## config.mk

```make
export PLATFORM = sky130hd
export DESIGN_NAME = rs_syndrome_calc
export DESIGN_NICKNAME = d
export VERILOG_FILES = /design/src/rtl/gf16_pkg.sv /design/src/rtl/rs_syndrome_cell.sv /design/src/rtl/rs_syndrome_calc.sv
export SDC_FILE = /design/constraint.sdc
export NUM_CORES = 1
export LEC_CHECK = 0
export CAP_MARGIN = 10
export CORE_ASPECT_RATIO = 1.1
export CORE_UTILIZATION = 55
export DETAILED_ROUTE_END_ITERATION = 12
export MAX_ROUTING_LAYER = met4
export PLACE_DENSITY = 0.81
export REMOVE_ABC_BUFFERS = 1
export SYNTH_ARGS = -nofsm -noshare
export SYNTH_HDL_FRONTEND = slang
export SYNTH_SLANG_ARGS = --single-unit
```

## constraint.sdc

```tcl
create_clock -name clk -period 3.2 [get_ports clk]
set_input_delay 0.96 -clock clk [delete_from_list [all_inputs] [get_ports clk]]
set_output_delay 0.96 -clock clk [all_outputs]
set_load 0.05 [all_outputs]
```

## src/rtl/gf16_pkg.sv

```systemverilog
// Shared GF(16) definitions for the RS(15,9) encoder/decoder chain:
// code constants, field polynomial, root table, general multiply and FSM states.
package gf16_pkg;

    localparam int N    = 15;
    localparam int K    = 9;
    localparam int NSYM = 6;

    // x^4 + x + 1
    localparam logic [4:0] PRIM_POLY = 5'h13;

    // alpha^1..alpha^6, root j at bits [4(j-1)+3:4(j-1)]
    localparam logic [NSYM*4-1:0] ALPHA_TABLE = 24'hC63842;

    // General GF(16) multiply: shift-and-add with reduction after each doubling.
    function automatic logic [3:0] gf_mul(input logic [3:0] a, input logic [3:0] b);
        logic [3:0] prod;
        logic [3:0] x;
        prod = 4'h0;
        x    = a;
        for (int i = 0; i < 4; i++) begin
            if (b[i]) prod = prod ^ x;
            x = {x[2:0], 1'b0} ^ ({4{x[3]}} & PRIM_POLY[3:0]);
        end
        return prod;
    endfunction

    typedef logic [1:0] state_t;
    localparam state_t ST_IDLE  = 2'd0;
    localparam state_t ST_ACCUM = 2'd1;
    localparam state_t ST_DONE  = 2'd2;

endpackage

```

## src/rtl/rs_syndrome_cell.sv

```systemverilog
// One syndrome lane: Horner accumulator acc <- acc*alpha^j xor symbol.
// acc_next exposes the value the accumulator takes on the current edge so the
// top level can latch the final syndrome on the same edge as the last symbol.
module rs_syndrome_cell
    import gf16_pkg::*;
#(
    parameter logic [3:0] ALPHA = 4'h2
) (
    input  logic       clk,
    input  logic       rst_n,
    input  logic       clear,
    input  logic       enable,
    input  logic [3:0] sym,
    output logic [3:0] acc_next
);

    logic [3:0] acc;

    // ALPHA is a constant, so this folds to a few XOR gates
    assign acc_next = gf_mul(acc, ALPHA) ^ sym;

    // Accumulator: cleared on capture, advanced once per symbol
    always_ff @(posedge clk or negedge rst_n) begin
        if (!rst_n) begin
            acc <= 4'h0;
        end else if (clear) begin
            acc <= 4'h0;
        end else if (enable) begin
            acc <= acc_next;
        end
    end

endmodule

```

## src/rtl/rs_syndrome_calc.sv

```systemverilog
// RS(15,9) syndrome calculator: captures a 60-bit word, feeds symbols 14..0
// into six parallel Horner lanes (roots alpha^1..alpha^6) and publishes the
// six syndromes plus an any-nonzero flag.
module rs_syndrome_calc
    import gf16_pkg::*;
(
    input  logic        clk,
    input  logic        rst_n,
    input  logic [59:0] codeWordIn,
    input  logic        decodeStart,
    output logic        decoderBusy,
    output logic        syndromeValid,
    output logic [23:0] syndromeOut,
    output logic        errorDetected
);

    state_t      state;
    logic [3:0]  cnt;
    logic [59:0] cw;
    logic [63:0] cw_ext;
    logic [3:0]  sym;
    logic        start;
    logic        accum;
    logic        last;
    logic [23:0] syn_next;

    assign start = (state == ST_IDLE) && decodeStart;
    assign accum = (state == ST_ACCUM);
    assign last  = accum && (cnt == 4'd0);

    // Padded to 64 bits so every 4-bit counter value selects in range
    assign cw_ext = {4'h0, cw};
    assign sym    = cw_ext[{cnt, 2'b00} +: 4];

    for (genvar j = 0; j < NSYM; j++) begin : g_cell
        rs_syndrome_cell #(
            .ALPHA (ALPHA_TABLE[4*j +: 4])
        ) u_cell (
            .clk      (clk),
            .rst_n    (rst_n),
            .clear    (start),
            .enable   (accum),
            .sym      (sym),
            .acc_next (syn_next[4*j +: 4])
        );
    end

    // Control FSM and symbol counter (highest-order symbol first)
    always_ff @(posedge clk or negedge rst_n) begin
        if (!rst_n) begin
            state <= ST_IDLE;
            cnt   <= 4'd0;
        end else begin
            case (state)
                ST_IDLE: begin
                    if (decodeStart) begin
                        state <= ST_ACCUM;
                        cnt   <= 4'(N - 1);
                    end
                end
                ST_ACCUM: begin
                    if (cnt == 4'd0) state <= ST_DONE;
                    else             cnt   <= cnt - 4'd1;
                end
                ST_DONE:  state <= ST_IDLE;
                default:  state <= ST_IDLE;
            endcase
        end
    end

    // Capture register: the input word is only needed on the start edge
    always_ff @(posedge clk or negedge rst_n) begin
        if (!rst_n)     cw <= 60'h0;
        else if (start) cw <= codeWordIn;
    end

    // Result registers: loaded with the lane values produced by symbol 0
    always_ff @(posedge clk or negedge rst_n) begin
        if (!rst_n) begin
            syndromeOut   <= 24'h0;
            errorDetected <= 1'b0;
        end else if (last) begin
            syndromeOut   <= syn_next;
            errorDetected <= |syn_next;
        end
    end

    assign decoderBusy   = (state != ST_IDLE);
    assign syndromeValid = (state == ST_DONE);

endmodule

```

# Yosys cells after proc, flatten, opt, wreduce, memory -nomap -nowiden
# Index checks and enable logic that the tools add are counted.
word_totals:
  elab_cells: 67
  regBits: 115
  output_inout_bits: 27
op_classes:
  bitwise_logic: 21
  n_reduce_logical: 10
  shift: 1
  muxes: 18
  n_addsub: 1
  n_eq_ne: 5
ops:
  columns: ["op", "count"]
  rows:
  - ["$shiftx A64 B7 Y4", 1]
  - ["$mux W4", 14]
  - ["$xor A4 B2 Y4", 12]
  - ["$xor A4 B4 Y4", 9]
  - ["$reduce_or A24 Y1", 1]
  - ["$pmux W4 S2", 1]
  - ["$reduce_bool A2 Y1", 3]
  - ["$logic_not A4 Y1", 1]
  - ["$mux W2", 2]
  - ["$ne A2 B2 Y1 const B", 2]
  - ["$pmux W2 S2", 1]
  - ["$sub A4 B1 Y4 const B", 1]
  - ["$reduce_and A3 Y1", 1]
  - ["$eq A2 B1 Y1 const B", 1]
  - ["$eq A2 B2 Y1 const B", 1]
  - ["$logic_and A1 B1 Y1", 2]
  - ["$logic_not A2 Y1", 1]
  - ["$ne A2 B1 Y1 const B", 1]
  - ["$reduce_and A2 Y1", 1]

# Depth between registers and ports, before layout
depth:
  ltp_word: 7
  mapped_depth: 10

# Modules after synthesis
# From an unflattened synthesis, not the netlist that was laid out.
unflattened:
  cells_unflattened: 537
  area_unflattened_um2: 5541.6
by_module_without_submodules:
  columns: ["mod", "area_per_inst_um2", "instances", "cells_each"]
  rows:
  - ["rs_syndrome_calc", 4013.8, 1, 400]
  - ["rs_syndrome_cell (g_cell[5].u_cell)", 284.0, 1, 27]
  - ["rs_syndrome_cell (g_cell[3].u_cell)", 280.3, 1, 29]
  - ["rs_syndrome_cell (g_cell[4].u_cell)", 271.5, 1, 21]
  - ["rs_syndrome_cell (g_cell[2].u_cell)", 254.0, 1, 26]
  - ["rs_syndrome_cell (g_cell[1].u_cell)", 226.5, 1, 17]
  - ["rs_syndrome_cell (g_cell[0].u_cell)", 211.5, 1, 17]

# Least setup slack after synthesis
# No wires, ideal clock.
synth_timing:
  kind: "flip-flop to flip-flop"
  startpoint: "reg cnt[2]"
  endpoint: "reg g_cell[5].u_cell.acc[0]"
  arrival_ns: 2.189
  setup_ns: 0.077
  path_stages_with_launch: 9
  required_ns: 3.123
  synth_period_minus_slack_ns: 2.265
  slack_ns: 0.935
  cell_sequence: "dfrtp_1 -> buf_2 -> buf_2 -> mux4_2 -> mux2i_4 -> nand2_2 -> and4b_1 -> or4_1 -> o21ai_1"
synth_via:
  elab_chain_cells: 4
synth_lines:
  columns: ["element", "line", "source"]
  rows:
  - ["from (decl)", "rs_syndrome_calc.sv:18", "logic [3:0] cnt;"]
  - ["from (signal assigned)", "rs_syndrome_calc.sv:58", "cnt <= 4'(N - 1);"]
  - ["from (signal assigned)", "rs_syndrome_calc.sv:63", "else cnt <= cnt - 4'd1;"]
  - ["$shiftx A64 B7 Y4", "rs_syndrome_calc.sv:33", "assign sym = cw_ext[{cnt, 2'b00} +: 4];"]
  - ["$xor A4 B4 Y4", "rs_syndrome_cell.sv:20", "assign acc_next = gf_mul(acc, ALPHA) ^ sym;"]
  - ["$mux W4", "rs_syndrome_cell.sv:28", "end else if (enable) begin"]
  - ["$mux W4", "rs_syndrome_cell.sv:26", "end else if (clear) begin"]
  - ["to (signal assigned)", "rs_syndrome_cell.sv:29", "acc <= acc_next;"]
  - ["to (decl)", "rs_syndrome_cell.sv:17", "logic [3:0] acc;"]
# Every way passes these cells. The select of a mux whose other input is x is not followed.
# A chain may end at the register's enable or synchronous reset.

# Worst setup path after layout
layout_timing:
  startpoint: "reg state[1]"
  endpoint: "out decoderBusy"
layout_via:
  elab_chain_cells: 1
layout_lines:
  columns: ["element", "line", "source"]
  rows:
  - ["from (decl)", "rs_syndrome_calc.sv:17", "state_t state;"]
  - ["from (signal assigned)", "rs_syndrome_calc.sv:51", "state <= ST_IDLE;"]
  - ["from (signal assigned)", "rs_syndrome_calc.sv:57", "state <= ST_ACCUM;"]
  - ["from (signal assigned)", "rs_syndrome_calc.sv:62", "if (cnt == 4'd0) state <= ST_DONE;"]
  - ["$reduce_bool A2 Y1", "rs_syndrome_calc.sv:88", "assign decoderBusy = (state != ST_IDLE);"]
  - ["to (decl)", "rs_syndrome_calc.sv:11", "output logic decoderBusy,"]
# Every way passes these cells.

==> metrics.csv <==
metric;value;unit
outcome;finished clean;
synth_cell_type_count;60;
fill_cells;792;
min_to;syndromeOut[8]$_DFFE_PN0P_;
cts.path.max_buffers;2;
fin_nets;792;
antenna_left;0;
cp.arrival;1.78;ns
max-slew-margin-rel;20.7;%
cts_sinks;115;
crit_slowest_cell;clkdlybuf4s50_1;
clkLatencyLatePin;0.42;ns
cts_tree;done;
post-cts-setup-buffer-count;0;
path_delay_family;buffers and inverters;
core;10400;µm²
placed_area;6950;µm²
worstSetupPathType;reg2out;
root_buffer;clkbuf_16;
power_leakage;3.48;nW
path_clk_slew;0.05;ns
grt_max_degree;73;
boundaryPins;90;
drive_gt1_share;9.18;%
ctsResizeCount;0;
ys_seq_area_share;48.3;%
total_power;10.0;mW
diodes;0;
report.final.slew_viol_count;0;
worst_slew_pin_slew;1.19;ns
holdWs;0.473;ns
path_max_fanout;4;
crit_required;2.24;ns
rrSetupSlack;0.53;ns
setup_violations;0;
grt_pass1_wl;23100;µm
dieArea;11200;µm²
antenna_found_initial;0;
end_kind;primary output;
timing.reg2reg.worst_path_depth;7;
min_from;syndromeOut[8]$_DFFE_PN0P_;
syn2layout_area_growth;27.3;%
synth_top_area_share;48.3;%
rsz0062_at_grt;no;
start_kind;flip-flop;
crit_path_cell_trace;nor2_1, inv_1, clkdlybuf4s50_1;
syn_inst;651;
r2r_end;g_cell[5].u_cell.acc[0]$_DFFE_PN0P_;
irDropWorstVdd;0.541;mV
design_area;7580;µm²
syn_area;5960;µm²
yosysWarningCount;0;
ys_ff_latch;115;
drt-initial-drc-count;320;
skew;0.00933;ns
gp_congestion;0.933;
cts_buffers;17;
async_reset_ff_share;100;%
powerDensity;1320;nW/µm²
grt_usage;27.4;%
finalCritPeriodShare;85.7;%
synth_flop_cell;dfrtp_1;
post-route-min-period;2.74;ns
critPathBufInv;2;
holdPathStages;2;
die_w;101;µm
max_freq;365;MHz
grt_pass1_vias;4847;
layout_common_cells;220 x nand2_1, 115 x dfrtp_1, 88 x clkdlybuf4s50_1, 41 x o21ai_0, 29 x xnor2_1;
drcViolationCount;0;
synth_edf_count;0;
vias_per_cell;5.51;
die_h;111;µm
wl;13800;µm
min_path_type;reg2reg;
drv_cap;0;
synth_area_leader_cell;dfrtp_1;
syn_avg_cell_area;9.15;µm²
r2r-start;cnt[2]$_DFFE_PN0P_;
start_util;57.0;%
hold_buffers;0;
port_buffers;89;
dp_hpwl;9430;µm
globalRouteOverflowTotal;0;
row_count;39;
drtPass1Iterations;5;
final_common_cell;nand2_1;
num_vias;4871;
wl_per_cell;15.6;µm
setup_tns;0;ns
hold_viol_final;0;
crit_path_max_incr_delay;0.70;ns
h-tree-depth;4;
ys_top_cells_by_area;dfrtp_1 48%, nand2_1 14%, xnor2_1 4.3%;
## how the worst max path moves through the flow
stage / from / to / depth (start not counted) / slack [ns]
6_report: state[1]$_DFFE_PN0P_ / decoderBusy / 3 / 0.46
5_1_grt: cnt[1]$_DFFE_PN0P_ / errorDetected$_DFFE_PN0P_ / 8 / 0.33
4_1_cts: state[1]$_DFFE_PN0P_ / decoderBusy / 3 / 0.45
3_5_place_dp: cnt[1]$_DFFE_PN0P_ / errorDetected$_DFFE_PN0P_ / 8 / 0.55
3_3_place_gp: cnt[1]$_DFFE_PN0P_ / g_cell[5].u_cell.acc[0]$_DFFE_PN0P_ / 7 / 0.63
2_1_floorplan: decodeStart / g_cell[3].u_cell.acc[2]$_DFFE_PN0P_ / 5 / 0.35
## final cells by class
cell class	instances	area [µm²]	share of cell area, %
multi-input cells	486	2870	37.9
inverters	10	37.5	0.495
well taps	143	179	2.36
repair buffers	98	981	12.9
flip-flops and latches	115	2880	38.0
clock buffers	19	453	5.97
clock inverters	13	183	2.41
## cells by family (layout without fill, tap and decap cells)
logic type / count (synthesis) / in the layout / share of synthesized area, %
and+or+nand+nor: 308 / 308 / 22.5
muxes: 35 / 35 / 8.66
adders and majority gates: 1 / 1 / 0.210
buffers and inverters: 50 / 140 / 3.53
DFF: 115 / 115 / 48.3
xor gates and xnor gates: 48 / 48 / 7.18
AOI/OAI and AO/OA: 94 / 94 / 9.56
## cells in the mapped netlist (all sizes together), types with 2 or more instances
master / n
nand2: 223
o31ai: 2
and4b: 2
nor3b: 2
buf: 8
nor4b: 2
inv: 10
nand3: 21
nor3: 8
nand3b: 3
dfrtp: 115
or2: 2
nand2b: 8
o211ai: 8
xnor2: 30
a211o: 2
nor2b: 4
clkbuf: 32
mux2i: 24
o22ai: 8
a21oi: 11
nor2: 18
o21ai: 46
a211oi: 3
and2: 2
mux2: 2
o311ai: 2
xor2: 18
a22oi: 3
and4: 2
and3: 4
a31oi: 2
mux4: 9
nor4: 2
## flip-flops by register name, indices dropped and copies added, names as in the netlist
signal             count
cnt                    4
cw                    60
errorDetected          1
g_cell.u_cell.acc     24
state                  2
syndromeOut           24
## per-stage QoR
stage / utilization (%) / setup slack (ns) / cells
2_1_floorplan: - / 0.347 / 611
3_3_place_gp: 66.5 / 0.628 / 852
3_5_place_dp: 66.5 / 0.547 / 852
4_1_cts: 72.6 / 0.446 / 884
5_1_grt: 72.6 / 0.333 / 884
6_report: 72.6 / 0.458 / 884
## power breakdown
| group | internal (mW) | leakage, nW | total [mW] | switching (mW) |
|---|---|---|---|---|
| Combinational | 2.13 | 1.77 | 5.19 | 3.06 |
| Sequential | 2.18 | 1.41 | 2.79 | 0.611 |
| Clock | 1.34 | 0.301 | 2.02 | 0.681 |
| Total | 5.65 | 3.48 | 10.0 | 4.35 |
## worst reg2reg max path, stage by stage, from the launching register on
cell and delay (ns):
dfrtp_1 0.49, buf_4 0.31, and3b_1 0.21, a21oi_1 0.31, o211ai_1 0.30, and4b_1 0.30
or4_1 0.52, o21ai_1 0.13
## metal layers
layer	wire length, µm	track usage [%]
met1	5890	34.0
met2	6980	44.3
met3	652	5.93
met4	238	9.28
met5	0	-
No activity file was read; power rests on OpenSTA's default activity.
